### config.mk
export PLATFORM = sky130hd
export DESIGN_NAME = ducq_sched
export DESIGN_NICKNAME = d
export VERILOG_FILES = /design/src/rtl/ducq_sched.sv
export SDC_FILE = /design/constraint.sdc
export NUM_CORES = 1
export LEC_CHECK = 0
export ABC_AREA = 1
export BUFFER_PORTS_ARGS = -buffer_cell sky130_fd_sc_hd__buf_2
export CAP_MARGIN = 10
export CORE_AREA = 2 2 88 154
export DETAILED_ROUTE_END_ITERATION = 10
export DIE_AREA = 0 0 90 156
export GPL_TIMING_DRIVEN = 0
export PLACE_DENSITY = 0.71
export SLEW_MARGIN = 40
export SYNTH_ARGS = -nofsm -noshare
export SYNTH_HDL_FRONTEND = slang
export SYNTH_SLANG_ARGS = --single-unit
### constraint.sdc
create_clock -name clk_i -period 1.5 [get_ports clk_i]
set_clock_uncertainty 0.1 [all_clocks]
set_input_delay 0.15 -clock clk_i [delete_from_list [all_inputs] [get_ports clk_i]]
set_output_delay 0.15 -clock clk_i [all_outputs]
set_load 0.005 [all_outputs]
### src/rtl/ducq_sched.sv
`default_nettype none
// ============================================================================
//  Module   : ducq_sched
//  Purpose  : Sequencing controller for the quadrature DUC core and phase
//             accumulator. Feeds one IQ sample at a time to the core, forwards
//             its result, and applies frequency-word updates only between
//             bursts so the phase never steps mid-burst.
//  Revision : 1.0  initial release
// ============================================================================
module ducq_sched #(
  parameter int DW      = 14,  // IQ sample width, signed [2:-11]
  parameter int FW      = 30,  // frequency word / phase accumulator width
  parameter int TIMEOUT = 64,  // cycles from duc_start to abort (>=2)
  parameter int CNT_W   = 16   // per-burst sample counter width
) (
  input  logic             clk_i,
  input  logic             reset_i,
  input  logic             enable_i,
  input  logic             s_valid_i,
  output logic             s_ready_o,
  input  logic [DW-1:0]    s_x_i,
  input  logic [DW-1:0]    s_y_i,
  input  logic             s_last_i,
  input  logic             cfg_wr_i,
  input  logic [FW-1:0]    cfg_freq_i,
  output logic             cfg_pending_o,
  output logic [FW-1:0]    duc_freq_o,
  output logic             duc_start_o,
  output logic [DW-1:0]    duc_x_o,
  output logic [DW-1:0]    duc_y_o,
  input  logic             duc_done_i,
  input  logic [DW-1:0]    duc_ox_i,
  input  logic [DW-1:0]    duc_oy_i,
  output logic             m_valid_o,
  output logic [DW-1:0]    m_x_o,
  output logic [DW-1:0]    m_y_o,
  output logic             m_last_o,
  output logic [CNT_W-1:0] burst_cnt_o,
  output logic             err_timeout_o
);

  localparam int TW = (TIMEOUT > 2) ? $clog2(TIMEOUT) : 1;
  localparam logic [TW-1:0] TO_LAST = TW'(TIMEOUT - 1);

  typedef enum logic [1:0] {
    ST_IDLE  = 2'd0,
    ST_START = 2'd1,
    ST_WAIT  = 2'd2
  } state_t;

  state_t           state_q;
  logic             in_burst_q;
  logic             cfg_pending_q;
  logic [FW-1:0]    shadow_q;
  logic [FW-1:0]    duc_freq_q;
  logic             duc_start_q;
  logic [DW-1:0]    duc_x_q;
  logic [DW-1:0]    duc_y_q;
  logic             tag_q;
  logic [TW-1:0]    tcnt_q;
  logic             m_valid_q;
  logic [DW-1:0]    m_x_q;
  logic [DW-1:0]    m_y_q;
  logic             m_last_q;
  logic [CNT_W-1:0] burst_cnt_q;
  logic             err_q;

  logic             apply_d;
  logic             accept_d;
  logic [CNT_W-1:0] burst_cnt_d;

  // Apply a pending frequency word only while idle and outside a burst; it
  // takes priority over accepting a new sample, which is why s_ready drops.
  assign apply_d     = (state_q == ST_IDLE) & cfg_pending_q & ~in_burst_q;
  assign s_ready_o   = ~reset_i & (state_q == ST_IDLE) & enable_i
                     & ~(cfg_pending_q & ~in_burst_q);
  assign accept_d    = s_valid_i & s_ready_o;
  assign burst_cnt_d = (&burst_cnt_q) ? burst_cnt_q : burst_cnt_q + 1'b1;

  // Sequencing FSM with all outputs registered; the timeout is decided in the
  // TIMEOUT-th cycle after duc_start when no done has been seen.
  always_ff @(posedge clk_i) begin
    if (reset_i) begin
      state_q       <= ST_IDLE;
      in_burst_q    <= 1'b0;
      cfg_pending_q <= 1'b0;
      shadow_q      <= '0;
      duc_freq_q    <= '0;
      duc_start_q   <= 1'b0;
      duc_x_q       <= '0;
      duc_y_q       <= '0;
      tag_q         <= 1'b0;
      tcnt_q        <= '0;
      m_valid_q     <= 1'b0;
      m_x_q         <= '0;
      m_y_q         <= '0;
      m_last_q      <= 1'b0;
      burst_cnt_q   <= '0;
      err_q         <= 1'b0;
    end else begin
      m_valid_q   <= 1'b0;
      m_last_q    <= 1'b0;
      duc_start_q <= 1'b0;
      // A new write always lands in the shadow; if it coincides with an
      // apply, the apply below still sees the old shadow value.
      if (cfg_wr_i) begin
        shadow_q      <= cfg_freq_i;
        cfg_pending_q <= 1'b1;
      end
      case (state_q)
        ST_IDLE: begin
          if (apply_d) begin
            duc_freq_q <= shadow_q;
            if (!cfg_wr_i) cfg_pending_q <= 1'b0;
          end else if (accept_d) begin
            duc_x_q     <= s_x_i;
            duc_y_q     <= s_y_i;
            tag_q       <= s_last_i;
            in_burst_q  <= 1'b1;
            duc_start_q <= 1'b1;
            state_q     <= ST_START;
          end
        end
        ST_START: begin
          tcnt_q  <= '0;
          state_q <= ST_WAIT;
        end
        ST_WAIT: begin
          if (duc_done_i) begin
            m_valid_q   <= 1'b1;
            m_x_q       <= duc_ox_i;
            m_y_q       <= duc_oy_i;
            m_last_q    <= tag_q;
            burst_cnt_q <= tag_q ? '0 : burst_cnt_d;
            if (tag_q) in_burst_q <= 1'b0;
            state_q     <= ST_IDLE;
          end else if (tcnt_q == TO_LAST) begin
            err_q       <= 1'b1;
            in_burst_q  <= 1'b0;
            burst_cnt_q <= '0;
            state_q     <= ST_IDLE;
          end else begin
            tcnt_q <= tcnt_q + 1'b1;
          end
        end
        default: state_q <= ST_IDLE;
      endcase
    end
  end

  assign cfg_pending_o = cfg_pending_q;
  assign duc_freq_o    = duc_freq_q;
  assign duc_start_o   = duc_start_q;
  assign duc_x_o       = duc_x_q;
  assign duc_y_o       = duc_y_q;
  assign m_valid_o     = m_valid_q;
  assign m_x_o         = m_x_q;
  assign m_y_o         = m_y_q;
  assign m_last_o      = m_last_q;
  assign burst_cnt_o   = burst_cnt_q;
  assign err_timeout_o = err_q;

endmodule
`default_nettype wire

After elaboration in Yosys (flattened, before gate mapping)
Index checks and enable logic that the tools add are counted.
{"block": "classes", "bitwise_logic": 14, "eq_ne": 10, "mux": 24, "n_reduce_logical": 16, "add_sub_neg": 2}
{"cell": "16-bit 2-to-1 mux", "n": 4}
{"cell": "16-bit by 1-bit adder with 16-bit output (second input constant)", "n": 1}
{"cell": "16-bit AND reduction", "n": 1}
{"cell": "3-bit AND reduction", "n": 5}
{"cell": "6-bit 2-to-1 mux", "n": 2}
{"cell": "6-bit case mux with 2 select lines", "n": 1}
{"cell": "1-bit 2-to-1 mux", "n": 11}
{"cell": "3-bit != test (second input constant)", "n": 3}
{"cell": "2-bit 2-to-1 mux", "n": 4}
{"cell": "2-bit != test (second input constant)", "n": 4}
{"cell": "1-bit AND", "n": 7}
{"cell": "1-bit inverter", "n": 7}
{"cell": "6-bit by 1-bit adder with 6-bit output (second input constant)", "n": 1}
{"cell": "6-bit == test (second input constant)", "n": 1}
{"cell": "2-bit case mux with 3 select lines", "n": 1}
{"cell": "2-bit nonzero test", "n": 3}
{"cell": "3-bit OR reduction", "n": 2}
{"cell": "5-bit AND reduction", "n": 1}
{"cell": "2-bit AND reduction", "n": 2}
{"cell": "2-bit by 1-bit == test with 1-bit output (second input constant)", "n": 1}
{"cell": "2-bit == test (second input constant)", "n": 1}
{"cell": "2-bit logical NOT", "n": 1}
{"cell": "1-bit case mux with 2 select lines", "n": 1}
{"cell": "2-bit OR reduction", "n": 1}
{"block": "word_totals", "output_inout_bits": 108, "reg_bits": 147}

Longest topological paths before layout
{"block": "depth", "word_depth": 8, "mapped_depth": 11, "ltp_nobuf": 11}

Worst setup path before layout
No wires, ideal clock.
{"block": "synth_timing", "path_type": "flip-flop to flip-flop", "start": "register burst_cnt_q[0] (netlist: burst_cnt_o[0])", "end": "register burst_cnt_q[3] (netlist: burst_cnt_o[3])", "path_stages_with_launch": 9, "n_path_buf": 1, "arrival_time_ps": 1385, "period_less_slack_ps": 1600, "setup_ps": 115, "slack_ps": -100, "required_time_ps": 1285, "cell_sequence": "dfxtp_1 ha_1 nand2_1 nor2_4 nand3_2 o21ai_2 buf_4 o21ai_1 and2_1"}
{"block": "synth_between", "elab_chain_len": 4, "elab_cells_between_ends": 7, "cone_classes": "add/sub: 1; eq/ne: 1; mux: 3; reduce/logical: 2"}
{"element": "start: declaration", "line": "65", "text": "logic [CNT_W-1:0] burst_cnt_q;"}
{"element": "start signal: assignment", "line": "134", "text": "burst_cnt_q <= tag_q ? '0 : burst_cnt_d;"}
{"element": "16-bit by 1-bit adder with 16-bit output", "line": "78", "text": "assign burst_cnt_d = (&burst_cnt_q) ? burst_cnt_q : burst_cnt_q + 1'b1;"}
{"element": "16-bit 2-to-1 mux", "line": "78"}
{"element": "16-bit 2-to-1 mux", "line": "134"}
{"element": "16-bit 2-to-1 mux", "line": "129", "text": "if (duc_done_i) begin"}
Parallel ways exist; a longest one is shown, timed or not. The select of a mux whose other input is x is not followed.
A chain may end at the register's enable or synchronous reset.

Final worst setup path
{"block": "layout_timing", "start": "register burst_cnt_q[1] (netlist: burst_cnt_o[1])", "end": "register burst_cnt_q[3] (netlist: burst_cnt_o[3])"}
Same word-level chain as after synthesis.

==> summary.txt <==
Power and ir drop
  • Pwr/cell area: 1060 mW/mm²
  • Leakage: 0.00400 µW
  • VDD IR max: 881 µV

Global route
  • Antenna violations before repair: 0
  • First-pass GRT wire length: around 29000 µm
  • GR Util All Layers: 25.1%
  • Total gr overflow: 0
  • Pin count of the biggest net entering global routing: 20
  • Vias in the first global route: 6186

Timing
  • Max_slew headroom: approximately 52%
  • Final setup vio count: 17
  • Fin crit share: 106%
  • Setup TNS: -0.985 ns
  • Max-slew violations: 0
  • Fin worst setup slack: -0.0859 ns
  • Maximum clock frequency: around 0.63 GHz
  • Fin crit period: 1.59 ns
  • Worst Tran Pin Value: 0.714 ns
  • RSZ-0062 raised after global routing: yes
  • Final Hold Fails: 0

Critical path
  • Arrival @ worst endpoint: 1.79 ns
  • Critical path class: register to register
  • CP Cell Sequence: ha_4, nand2_4, nor2_4, nand3_4, o21ai_4, buf_6, o21ai_1, and2_1
  • CP required: 1.71 ns
  • Crit end category: register
  • CP max-delay cell: dfxtp_4
  • Worst flop-to-flop path startpoint: burst_cnt_o[1]$_SDFFE_PP0P_
  • Register-to-Register Setup Slack: -0.09 ns
  • Startpoint Class: register
  • Critical Path Start: burst_cnt_o[1]$_SDFFE_PP0P_
  • Crit path max fanout: 5
  • Max incr delay on CP: 0.36 ns

Final layout
  • Antenna Cells: 0
  • Most frequent cells in the layout: buf_2, nor2_1, dfxtp_1
  • Synthesis-to-finish area growth: 54.9%
  • Layout cells sized above 1: 30.8%
  • Commonest non-fill, non-tap cell in the layout: buf_2
  • # nets final: 1181
  • Fin util: 68.3%

Synthesis
  • YS warnings: 0
  • Synth top area share: 52.1%
  • Netlist cell types: 32
  • Synthesized Nets: around 860
  • Cells after synthesis: approximately 760
  • Area leader, netlist: dfxtp_1
  • Register area share after synthesis: a little over half
  • Synth Register Bits: about 150
  • Mapped cell area: 0.00565 mm²
  • Synth area leaders: dfxtp_1, nor2_1, o21ai_0, nand2_1, nand3_1
  • Mean Syn Cell Area: 7.40 µm²

Hold path
  • Hold Startpoint: reset_i
  • Worst hold path type: input pin to register

Outcome
  • Failing checks: negative setup slack
  • Status: complete, but fails checks

Drt
  • Drt total wl: 18300 µm
  • Via count: 6296
  • Drt initial violations: 315
  • DRC violations left: 0
  • Post-route antenna net violation count: 0
  • Drt pass-1 iters: 5
  • Vias/cell: roughly 5
  • Wire per inst: 14.4 µm

CTS
  • TritonCTS Buffers: 17
  • CTS max path bufs: 2
  • # H-tree levels: 4
  • TritonCTS clock tree: yes
  • Worst-path clk slew: roughly 0.06 ns
  • Clock Tree Root: clkbuf_16
  • Clk_lat worst skew: 0.41 ns
  • Clock Sinks: 147

Placement
  • Port Buf Inserts: 200
  • GPL Wtd Cong: 0.851
  • DP Wirelength: 12100 µm

Die
  • Die area: 0.0140 mm²
  • Core Rows: 55
  • Initial Util: 44.1%
  • Area of the core: 0.0128 mm²
  • Die Span X: roughly 90 µm
  • Num ports: 201
  • Die Ht: 156 µm

Job
  • Max-cap violations: 0
[cell usage after synthesis (all sizes together)]
library cell,number
nor3b,1
and2,1
ha,2
dfxtp,147
nor3,4
o21bai,3
clkbuf,33
clkinv,1
a31oi,1
a21oi,45
nand3,52
and3,1
o21ai,100
a31o,1
inv,37
buf,11
nand4,7
nand2,100
nor2,214
or2,1
nand3b,1
[where the power goes]
part	switching, µW	internal, µW
Sequential	89.1	4080
Combinational	540	499
Clock	1690	2350
Total	2320	6930
[cell families (layout without fill, tap and decap cells)]
family | Yosys count | in the layout | share of synthesized area (%)
compound gates | 150 | 150 | 13.7
fa+ha+maj | 2 | 2 | 0.443
simple gates | 382 | 382 | 27.9
flops | 147 | 147 | 52.1
buf+inv | 82 | 418 | 5.85
[routing by layer]
metal / part of all wire (%) / global-route usage (%)
met5: 0 / 0
met4: 3.2 / 13.3
met3: 4.8 / 5.22
met2: 55 / 47.2
met1: 37 / 25.7
[final timing paths]
check | end | depth (start not counted)
worst max-delay path | burst_cnt_o[3]$_SDFFE_PP0P_ | 8
worst min-delay path | m_x_o[13]$_SDFFE_PP0P_ | 3
worst max register to register | burst_cnt_o[3]$_SDFFE_PP0P_ | 8
worst min register to register | m_y_o[1]$_SDFFE_PP0P_ | 2
[sequential cells by signal, summed over array words and instances (netlist names), 2 cells and up]
register	flops
duc_freq_o	30
shadow_q	30
burst_cnt_o	16
duc_x_o	14
duc_y_o	14
m_x_o	14
m_y_o	14
tcnt_q	6
state_q	2
[timing repair]
item                                    CTS  global route
gates cloned                              2             1
endpoints found under the setup margin   90           104
hold buffers                             88             0
pin swaps                                11             6
hold endpoints to repair                 87             0
buffers inserted                         13             2
gates resized for setup                  42            94
[through the flow]
stage	instance area, µm²	cells	power, µW	worst slack [ns]	hold WS [ns]
floorplan	5670	763	4640	-0.0105	0.185
global placement	6890	1134	5020	-0.430	0.271
detailed placement	6890	1134	5030	-0.425	0.278
CTS	8570	1267	9240	-0.118	0.0589
global route	8750	1270	9600	-0.157	0.0937
finish	8750	1270	9250	-0.0859	0.0799
[worst max-delay path: cells and delay by family (launching register included)]
family	cells	cell delay, ns
buffers and inverters	1	0.16
AND/OR/NAND/NOR	4	0.45
adder cells (fa/ha/maj)	1	0.14
AO/OA/AOI/OAI	2	0.26
flip-flops	1	0.36
[layout make-up]
type | instances | area [µm²]
Fill cell | 1002 | 4050
Sequential cell | 147 | 2970
Multi-Input combinational cell | 534 | 2570
Timing Repair Buffer | 306 | 2050
Clock buffer | 19 | 443
Buffer | 42 | 225
Tap cell | 171 | 214
Inverter | 38 | 150
Clock inverter | 13 | 124
Note: power is estimated with default switching activity, not from simulation.
